## src/rtl/wave_sampler.sv

```systemverilog
// Captures one 256-sample audio frame per positive zero crossing into a ping-pong RAM.
// Optional macro WAVE_SAMPLER_DECIMATE_EN accepts only every other sample strobe.
module wave_sampler (
   input  logic        clk,
   input  logic        reset_n,
   input  logic        new_sample_ready,
   input  logic [15:0] new_sample_in,
   input  logic        wave_display_idle,
   output logic [8:0]  write_address,
   output logic        write_enable,
   output logic [7:0]  write_sample,
   output logic        read_index
);

   typedef enum logic [1:0] {
      ST_ARMED  = 2'd0,
      ST_ACTIVE = 2'd1,
      ST_WAIT   = 2'd2
   } state_e;

   state_e      state_q, state_d;
   logic [7:0]  offset_q, offset_d;
   logic [15:0] prev_q, prev_d;
   logic        read_index_q, read_index_d;
   logic        we_q, we_d;
   logic [8:0]  addr_q, addr_d;
   logic [7:0]  data_q, data_d;
   logic        accept;
   logic [7:0]  sample_ob;

`ifdef WAVE_SAMPLER_DECIMATE_EN
   logic phase_q;

   always_ff @(posedge clk or negedge reset_n) begin
      if (!reset_n) begin
         phase_q <= 1'b0;
      end else if (new_sample_ready) begin
         phase_q <= ~phase_q;
      end
   end

   assign accept = new_sample_ready & ~phase_q;
`else
   assign accept = new_sample_ready;
`endif

   // Flip the sign bit to turn two's complement into offset binary.
   assign sample_ob = {~new_sample_in[15], new_sample_in[14:8]};

   // NOTE: every variable gets a default before the case so no path leaves it unassigned (no latches).
   always_comb begin
      state_d      = state_q;
      offset_d     = offset_q;
      prev_d       = prev_q;
      read_index_d = read_index_q;
      we_d         = 1'b0;
      addr_d       = addr_q;
      data_d       = data_q;

      if (accept) begin
         prev_d = new_sample_in;
      end

      case (state_q)
         ST_ARMED: begin
            if (accept && prev_q[15] && !new_sample_in[15]) begin
               we_d     = 1'b1;
               addr_d   = {~read_index_q, 8'd0};
               data_d   = sample_ob;
               offset_d = 8'd1;
               state_d  = ST_ACTIVE;
            end
         end
         ST_ACTIVE: begin
            if (accept) begin
               we_d     = 1'b1;
               addr_d   = {~read_index_q, offset_q};
               data_d   = sample_ob;
               offset_d = offset_q + 8'd1;
               if (offset_q == 8'hFF) begin
                  state_d = ST_WAIT;
               end
            end
         end
         ST_WAIT: begin
            if (wave_display_idle) begin
               read_index_d = ~read_index_q;
               offset_d     = 8'd0;
               state_d      = ST_ARMED;
            end
         end
         default: begin
            state_d = ST_ARMED;
         end
      endcase
   end

   // NOTE: sequential state uses non-blocking assignments so all flops update from pre-edge values.
   always_ff @(posedge clk or negedge reset_n) begin
      if (!reset_n) begin
         state_q      <= ST_ARMED;
         offset_q     <= 8'd0;
         prev_q       <= 16'd0;
         read_index_q <= 1'b0;
         we_q         <= 1'b0;
         addr_q       <= 9'd0;
         data_q       <= 8'd0;
      end else begin
         state_q      <= state_d;
         offset_q     <= offset_d;
         prev_q       <= prev_d;
         read_index_q <= read_index_d;
         we_q         <= we_d;
         addr_q       <= addr_d;
         data_q       <= data_d;
      end
   end

   assign write_enable  = we_q;
   assign write_address = addr_q;
   assign write_sample  = data_q;
   assign read_index    = read_index_q;

endmodule
```

## config.mk

```make
export PLATFORM = sky130hd
export DESIGN_NAME = wave_sampler
export DESIGN_NICKNAME = d
export VERILOG_FILES = /design/src/rtl/wave_sampler.sv
export SDC_FILE = /design/constraint.sdc
export NUM_CORES = 1
export LEC_CHECK = 0
export BUFFER_PORTS_ARGS = -buffer_cell sky130_fd_sc_hd__clkbuf_2
export CORE_AREA = 2 2 59 61
export CTS_CLUSTER_SIZE = 12
export DETAILED_ROUTE_END_ITERATION = 7
export DIE_AREA = 0 0 61 63
export PLACE_DENSITY_LB_ADDON = 0.15
export SYNTH_ARGS = -nofsm -noshare
export SYNTH_HDL_FRONTEND = slang
export SYNTH_SLANG_ARGS = --single-unit
```

## constraint.sdc

```tcl
create_clock -name clk -period 2.6 [get_ports clk]
set_clock_uncertainty 0.15 [all_clocks]
set_input_delay 0.52 -clock clk [delete_from_list [all_inputs] [get_ports clk]]
set_output_delay 0.52 -clock clk [all_outputs]
set_load 0.01 [all_outputs]
```

Word level (Yosys, flattened, before mapping)
Cells that the tools add are included.
Widths: inputs -> output; s select.
- add/sub/neg operators: 1
- equal/unequal tests: 7
- muxes and demuxes: 18
- bitwise operators: 2
- reduce and logical (&&, ||, !) cells: 10
- operator list (kind ; count):
    $mux 8 ; 5
    $pmux 8 s3 ; 1
    $mux 9 ; 2
    $pmux 9 s2 ; 1
    $pmux 8 s2 ; 1
    $add 8x1->8 const B ; 1
    $eq 8x8->1 const B ; 1
    $mux 2 ; 4
    $ne 2x2->1 const B ; 4
    $reduce_and 4->1 ; 2
    $pmux 2 s3 ; 1
    $reduce_and 3->1 ; 1
    $reduce_bool 3->1 ; 1
    $eq 2x1->1 const B ; 1
    $eq 2x2->1 const B ; 1
    $logic_and 1x1->1 ; 2
    $logic_not 2->1 ; 1
    $mux 1 ; 2
    $not 1->1 ; 2
    $pmux 1 s2 ; 1
    $reduce_and 2->1 ; 1
    $reduce_bool 2->1 ; 1
    $logic_not 1->1 ; 1
- flip-flop bits (word level): 45
- input bits: 20
- output and inout port bits: 19
- word-level logic and storage cells: 45

Logic depth before layout (Yosys ltp)
Gate-level depths: netlist (run 1).
- depth in word-level cells: 4
- depth in mapped cells: 8
- depth with buffers taken out: 6

Worst setup path before layout (run 1)
No wires, ideal clock.
- kind: register -> register
- from: register state_q[0]
- to: register offset_q[5]
- setup time: 0.078 ns
- arrival time: 1.627 ns
- required time: 2.372 ns
- slack: 0.746 ns
- cell stages (with the launch flop): 7
- buffers on the path: 0
- clock period less this slack: 1.854 ns
- path through: dfrtp_1 -> inv_1 -> ha_1 -> nor2b_1 -> o211ai_4 -> or4_1 -> a21oi_1
- cells in the longest elaborated chain, start to end: 3
- elaborated cells on any way between the ends: 9
- classes of those cells: eq/ne (5); mux (1); reduce/logical (3)
- RTL lines (item ; RTL line ; RTL):
    from (decl) ; 21 ; state_e state_q, state_d;
    from (signal assigned) ; 109 ; state_q <= state_d;
    $eq 2x2->1, or another cell as far along ; 64 ; case (state_q)
    $ne 2x2->1 (no line) / $reduce_bool 3->1 (equally long branches) ; n/a ;
    $reduce_and 4->1 (no line) ; n/a ;
    to (signal assigned) ; 110 ; offset_q <= offset_d;
    to (decl) ; 22 ; logic [7:0] offset_q, offset_d;
Parallel ways exist; a longest one is shown, timed or not.
A chain may end at the register's enable or synchronous reset.

Worst setup path after layout (run 1)
- from: register state_q[0]
- to: register addr_q[1] (netlist: write_address[1])
- cells in the longest elaborated chain, start to end: 3
- elaborated cells on any way between the ends: 7
- classes of those cells: eq/ne (3); mux (1); reduce/logical (3)
- RTL lines (item ; RTL line ; RTL):
    $eq 2x1->1 / $logic_not 2->1 (equally long branches) ; 64 ;
    $ne 2x2->1 (no line) / $reduce_bool 2->1 (equally long branches) ; n/a ;
    $reduce_and 3->1 (no line) ; n/a ;
    to (signal assigned) ; 114 ; addr_q <= addr_d;
    to (decl) ; 26 ; logic [8:0] addr_q, addr_d;
Parallel ways exist; a longest one is shown, timed or not.

==> results of run 1 <==
==> sequential cells by signal (all words and copies together), names as in the netlist <==
register       count
write_address      9
state_q            2
write_enable       1
offset_q           8
prev_q             1
write_sample       8
read_index         1
==> power by group through the flow <==
stage	clock network (mW)	logic (mW)	registers [mW]
finish	0.292	0.650	0.705
global route	0.336	0.751	0.733
CTS	0.307	0.661	0.707
detailed placement	0	0.662	0.717
global placement	0	0.643	0.704
floorplan	0	0.400	0.752
==> layer usage <==
layer	track usage, %	vias up
met5	0	-
met4	6.52	0
met3	6.21	5
met2	26.5	36
met1	19.6	490
li1	-	533
==> worst max-delay path, cell delays in order (launching register included) <==
cell     delay [ns]
dfrtp_1        0.38
inv_1          0.08
ha_1           0.26
and3b_1        0.22
o21ai_2        0.50
buf_4          0.30
o21ai_0        0.11
==> cell families (layout without fill, tap and decap cells) <==
kind of cell / count (synthesis) / count (layout) / share of synthesized area, %
AND/OR/NAND/NOR: 45 / 45 / 16.5
XOR/XNOR: 1 / 1 / 0.627
adder cells (fa/ha/maj): 5 / 5 / 4.48
AO/OA/AOI/OAI: 33 / 33 / 14.5
flip-flops: 30 / 30 / 53.8
multiplexers: 9 / 9 / 7.26
buffers and inverters: 10 / 45 / 2.87
==> through the flow <==
step	hold WS (ns)	setup WS [ns]	total power, mW
after global routing	0.139	0.254	1.82
after global placement	0.312	0.544	1.35
after detailed placement	0.319	0.444	1.38
after floorplan	0.0744	0.746	1.15
after CTS	0.103	0.423	1.67
final	0.0975	0.470	1.65
==> worst max-delay path by stage <==
stage,startpoint,to,cells after the start
6_report,state_q[0],write_address[1],6
5_1_grt,state_q[0],write_address[1],6
4_1_cts,state_q[0],write_address[1],6
3_5_place_dp,state_q[0],write_address[1],6
3_3_place_gp,state_q[0],write_sample[6],5
2_1_floorplan,state_q[0],offset_q[5],6
==> cells in the mapped netlist (all sizes together) (2+ instances only) <==
| cell | instances | area [sq um] |
|---|---|---|
| inv | 5 | 18.8 |
| nor2b | 2 | 12.5 |
| nand3 | 3 | 15.0 |
| or3 | 2 | 12.5 |
| and3b | 2 | 17.5 |
| a21oi | 5 | 25.0 |
| dfrtp | 30 | 751 |
| o21ai | 20 | 104 |
| buf | 2 | 10.0 |
| o31ai | 2 | 15.0 |
| o21a | 2 | 15.0 |
| clkbuf | 3 | 11.3 |
| o211ai | 2 | 28.8 |
| and3 | 2 | 12.5 |
| nor2 | 2 | 7.51 |
| or4 | 2 | 15.0 |
| mux2 | 9 | 101 |
| ha | 5 | 62.6 |
| nand2 | 25 | 93.8 |
==> final cells by class <==
class | count | area, sq um | area share (%)
clock buffer | 7 | 55.1 | 3.32
multi-input combinational | 93 | 606 | 36.5
clock inverter | 1 | 5.00 | 0.302
sequential | 30 | 751 | 45.3
inverter | 5 | 18.8 | 1.13
timing repair buffer | 32 | 165 | 9.96
tap | 46 | 57.6 | 3.47
==> impl_results.md, run 1 <==
* Status: finished clean
* Fraction of layout cells with a size suffix above 1 at 31.0%
* Worst Tran Pin Value at 0.757 ns
* Gr usage total at 16.5%
* Dpl cells at 206
* Fin util at 51.3%
* Routed vias at 1064
* Routed wl met3 at 141 um
* Synth unique cells at 29
* Die area at 3840 sq um
* DP Area at 1600 sq um
* WS Path Type: reg -> reg
* Reg2Reg Depth at 6
* Crit. End Element: flop
* Final hold viol count at 0
* Worst hold path class: in -> async
* Fin nets at 192
* Die Ht at 63 um
* R2r setup slk at 0.47 ns
* DIE WIDTH at 61 um
* Highest Signal Layer: met4
* Post-DP HPWL at 1.90 mm
* Resized cells post-CTS at 0
* Worst skew pair latency at 0.32 ns
* Clock Tree Root: clkbuf_4
* Crit start category: flop
* Clock transition at path regs at 0.10 ns
* Routability cong. at 0.709
* Crit Path Max Fanout at 15
* CTS Buffer Depth at 2
* Syn nets at 158
* Routed metal-1 wirelength at 1.23 mm
* DR pass1 iterations at 4
* CTS tree: built
* WP data arrival at 2.18 ns
* Post-route cell area at 1660 sq um
* Critical Path RT at 2.65 ns
* Starting Density at 43.2%
* Initial antenna violation count at 0
* Post-Syn Area at 1400 sq um
* Commonest cells after routing, fill and taps aside: clkbuf_2, dfrtp_1, nand2_1
* Post-synth EDFFs at 0
* Reg2reg start: state_q[0]
* Final cycle utilization of the critical path at 81.9%
* DRC at 0
* Per-cell routed wire length at 12.5 um
* P_leak at 0.773 nW
* Synth Register Bits at 30
* Vias in the first global route at 1064
* Non-Filler Instances at 214
* Syn Area/Cell at 10.5 sq um
* Internal Power at 1.02 mW
* Core area at 3230 sq um
* FF-to-FF End: write_address[1]
* Pin count of the biggest net entering global routing at 31
* Sequential share of power at 42.8%
* Number of CTS-inserted buffers at 5
* Htree depth at 2
* Cells after Synth at 133
* CTS sink cnt at 30
* Congestion Overflow GR at 0
* Fillers at 316
* Switching fraction of total power at 37.8%
* Seq/Total Area, Yosys at 53.8%
* Power Density at 993 nW/um^2
* I/O pins at 39
* Gate power share at 39.5%
* Final min period at 2.13 ns
* Met2 WL at 1.26 mm
* Rows at 21
* WL final at 2.67 mm
* Worst VDD drop at 0.000358 V
* Buffers on Ports at 30
* Finish-stage setup viols at 0
* F_max at 470 MHz
* Worst relative slew slack at 49.6%
* Antenna cells at 0
* Ys async rst share at 100%
* Clock network power share at 17.7%
* Setup Fix Bufs, Post-CTS at 0
* First-pass GRT wire length at 4.69 mm
* NetSw at 0.623 mW
* Setup TNS Final at 0 ns
* Vias per inst at 4.97
* # Max-Cap Violations at 0
* ANT nets after route at 0
* Fin. max-slew vios at 0
* Layout area overhead at 18.7%
* RSZ-0062 raised after global routing: no
* Synth Warn # at 0
* Cts-stage hold buffer count at 0
* Synth Flop Type: dfrtp_1
* Drt initial violations at 32
Power figures use the tool's default switching activity.
==> run 2: changes to the inputs <==
clock period = 2.2 ns   (was 2.6 ns; I/O delays follow)
==> run 2 against run 1 <==
Net effect:
- power increased by 17%
- combinational power is 22% higher
- register-to-register slack worse by 0.36 ns
- worst hold slack lost 0.085 ns
- final cell count shrank 0.47%
- cell area is 0.15% higher
- core utilization rose by 0.077 points
- critical path depth is the same
- non-clock buffer count unchanged
- highest routed layer unchanged
==> impl_results.md, run 2 (same netlist as run 1, synthesis figures left out) <==
* Instance count on the critical path at 6 (unchanged)
* Post-DP HPWL at 1.85 mm (-2.8%)
* I/O pins at 39 (unchanged)
* Final min period at 2.09 ns (-0.0415 ns)
* Gr usage total at 15.4% (-1.1 points)
* Total power at 1.93 mW (+17%)
* Cts-stage hold buffer count at 0 (unchanged)
* CP top delay family: simple AND/OR/NAND/NOR gates
* Htree depth at 2 (unchanged)
* CTS sink cnt at 30 (unchanged)
* Worst VDD drop at 0.000442 V (+23%)
* Vias per inst at 4.96 (-0.29%)
* Per-cell routed wire length at 12.2 um (-2.1%)
* Reg2Reg Depth at 6 (unchanged)
* Gate power share at 41.2% (+1.7 points)
* Rows at 21 (unchanged)
* CTS tree: built
* WP data arrival at 2.17 ns (about the same)
* Commonest cells after routing, fill and taps aside: clkbuf_2, dfrtp_1, nand2_1
* Fillers at 323 (+2.2%)
* Internal Power at 1.19 mW (+16%)
* Fin nets at 192 (unchanged)
* Worst setup path end: offset_q[5]
* Final hold viol count at 0 (unchanged)
* ANT nets after route at 0 (unchanged)
* Worst relative slew slack at 50.3% (+0.76 points)
* R2r setup slk at 0.11 ns (-0.36 ns)
* Sequential share of power at 43.1% (+0.3 points)
* RSZ-0062 raised after global routing: no
* DR pass1 iterations at 4 (unchanged)
* Layout area overhead at 18.9%
* Initial antenna violation count at 0 (unchanged)
* CP startpoint: state_q[0]
* WS Path Type: reg -> reg
* DIE WIDTH at 61 um (unchanged)
* Vias in the first global route at 1016 (-4.5%)
* Status: finished clean
* Setup Fix Bufs, Post-CTS at 0 (unchanged)
* Number of CTS-inserted buffers at 5 (unchanged)
* Core area at 3230 sq um (unchanged)
* Clock transition at path regs at 0.10 ns (about the same)
* DRC at 0 (unchanged)
* F_max at 479 MHz (+2.0%)
* CP Buf/Inv Count at 1 (-1)
* Routability cong. at 0.705 (-0.62%)
* Fin. max-slew vios at 0 (unchanged)
* First-pass GRT wire length at 4.44 mm (-5.5%)
* FF-to-FF End: offset_q[5]
* Slowest cell delay on critical path at 0.52 ns (+0.02 ns)
* Switching fraction of total power at 38.2% (+0.39 points)
* Crit Path Max Fanout at 16 (+1)
* Starting Density at 43.2% (unchanged)
* Drt initial violations at 25 (-22%)
* Buffers on Ports at 30 (unchanged)
* Crit start category: flop
* Reg2reg start: state_q[0]
* Routed vias at 1056 (-0.75%)
* Finish-stage setup viols at 0 (unchanged)
* Die area at 3840 sq um (unchanged)
* Slowest stage cell, crit path: or4_1
* Largest register FFs at 9 (unchanged)
* NetSw at 0.737 mW (+18%)
* Die Ht at 63 um (unchanged)
* Resized cells post-CTS at 0 (unchanged)
* Worst skew pair latency at 0.32 ns (about the same)
* Power Density at 1160 nW/um^2 (+17%)
* Crit. End Element: flop
* Slack of the critical path at 0.112 ns (-0.359 ns)
* Worst Tran Pin Value at 0.745 ns (-0.0114 ns)
* DP Worst Slack at 0.132 ns (-0.312 ns)
* Fin util at 51.4% (+0.077 points)
* Critical Path RT at 2.29 ns (-0.36 ns)
* Congestion Overflow GR at 0 (unchanged)
* WL final at 2.60 mm (-2.6%)
* Final cycle utilization of the critical path at 94.9% (+13 points)
* Setup TNS Final at 0 ns (unchanged)
* Antenna cells at 0 (unchanged)
* P_leak at 0.771 nW (-0.29%)
* Fraction of layout cells with a size suffix above 1 at 32.3% (+1.4 points)
* # Max-Cap Violations at 0 (unchanged)
* Pin count of the biggest net entering global routing at 31 (unchanged)
* Clock network power share at 15.7% (-2.0 points)
* Worst hold path class: in -> async
* CTS Buffer Depth at 2 (unchanged)
* CP Cell Sequence: inv_1 -> ha_4 -> and4b_4 -> o211ai_4 -> or4_1 -> a21oi_1
* Clock Tree Root: clkbuf_4
run 2: cell count changes in the layout (fill, tap and decap cells not counted), sizes merged:
cell	delta
clkbuf	-2
clkinv	+1
run 2: final cells by class:
cell class              count  area [sq um]  area share (%)
flip-flops and latches     30           751            45.2
inverters                   5          18.8            1.13
well taps                  46          57.6            3.47
repair buffers             32           165            9.95
clock buffers               5          37.5            2.26
multi-input cells          93           621            37.4
clock inverters             2          10.0           0.603
run 2: power by group through the flow:
stage                     Sequential [mW]  Clock [mW]  Combinational, mW
after global placement              0.832           0              0.759
after floorplan                     0.889           0              0.473
after CTS                           0.832       0.314              0.780
after detailed placement            0.843           0              0.779
after global routing                0.864       0.350              0.906
final                               0.831       0.303              0.795
run 2: how the worst min path moves through the flow:
stage	slack, ns	to	from	depth (start not counted)
after floorplan	-0.006	offset_q[0]	reset_n	0
after global placement	0.31	write_sample[7]	write_sample[7]	2
after detailed placement	0.32	write_sample[7]	write_sample[7]	2
after CTS	0.03	write_address[6]	reset_n	1
after global routing	0.05	write_address[6]	reset_n	1
final	0.01	write_sample[1]	reset_n	1
run 2: layer usage:
| metal | wire length (um) | GRT usage (%) | vias to the layer above |
|---|---|---|---|
| met5 | 0 | 0 | - |
| met3 | 111 | 5.18 | 2 |
| met2 | 1220 | 24.1 | 28 |
| met4 | 23 | 5.43 | 0 |
| met1 | 1250 | 19.6 | 496 |
| li1 | - | - | 530 |
run 2: metrics by stage:
step / area, sq um / hold WS [ns] / std cells
3_5_place_dp: 1600 / 0.320 / 206
2_1_floorplan: 1400 / -0.00559 / 133
5_1_grt: 1660 / 0.0508 / 213
6_report: 1660 / 0.0127 / 213
3_3_place_gp: 1600 / 0.312 / 206
4_1_cts: 1650 / 0.0318 / 213
run 2: worst reg2reg max path, cell delays in order, from the launching register on:
cell and delay (ns):
dfrtp_1 0.42, inv_1 0.15, ha_4 0.19, and4b_4 0.24, o211ai_4 0.16, or4_1 0.52
a21oi_1 0.18
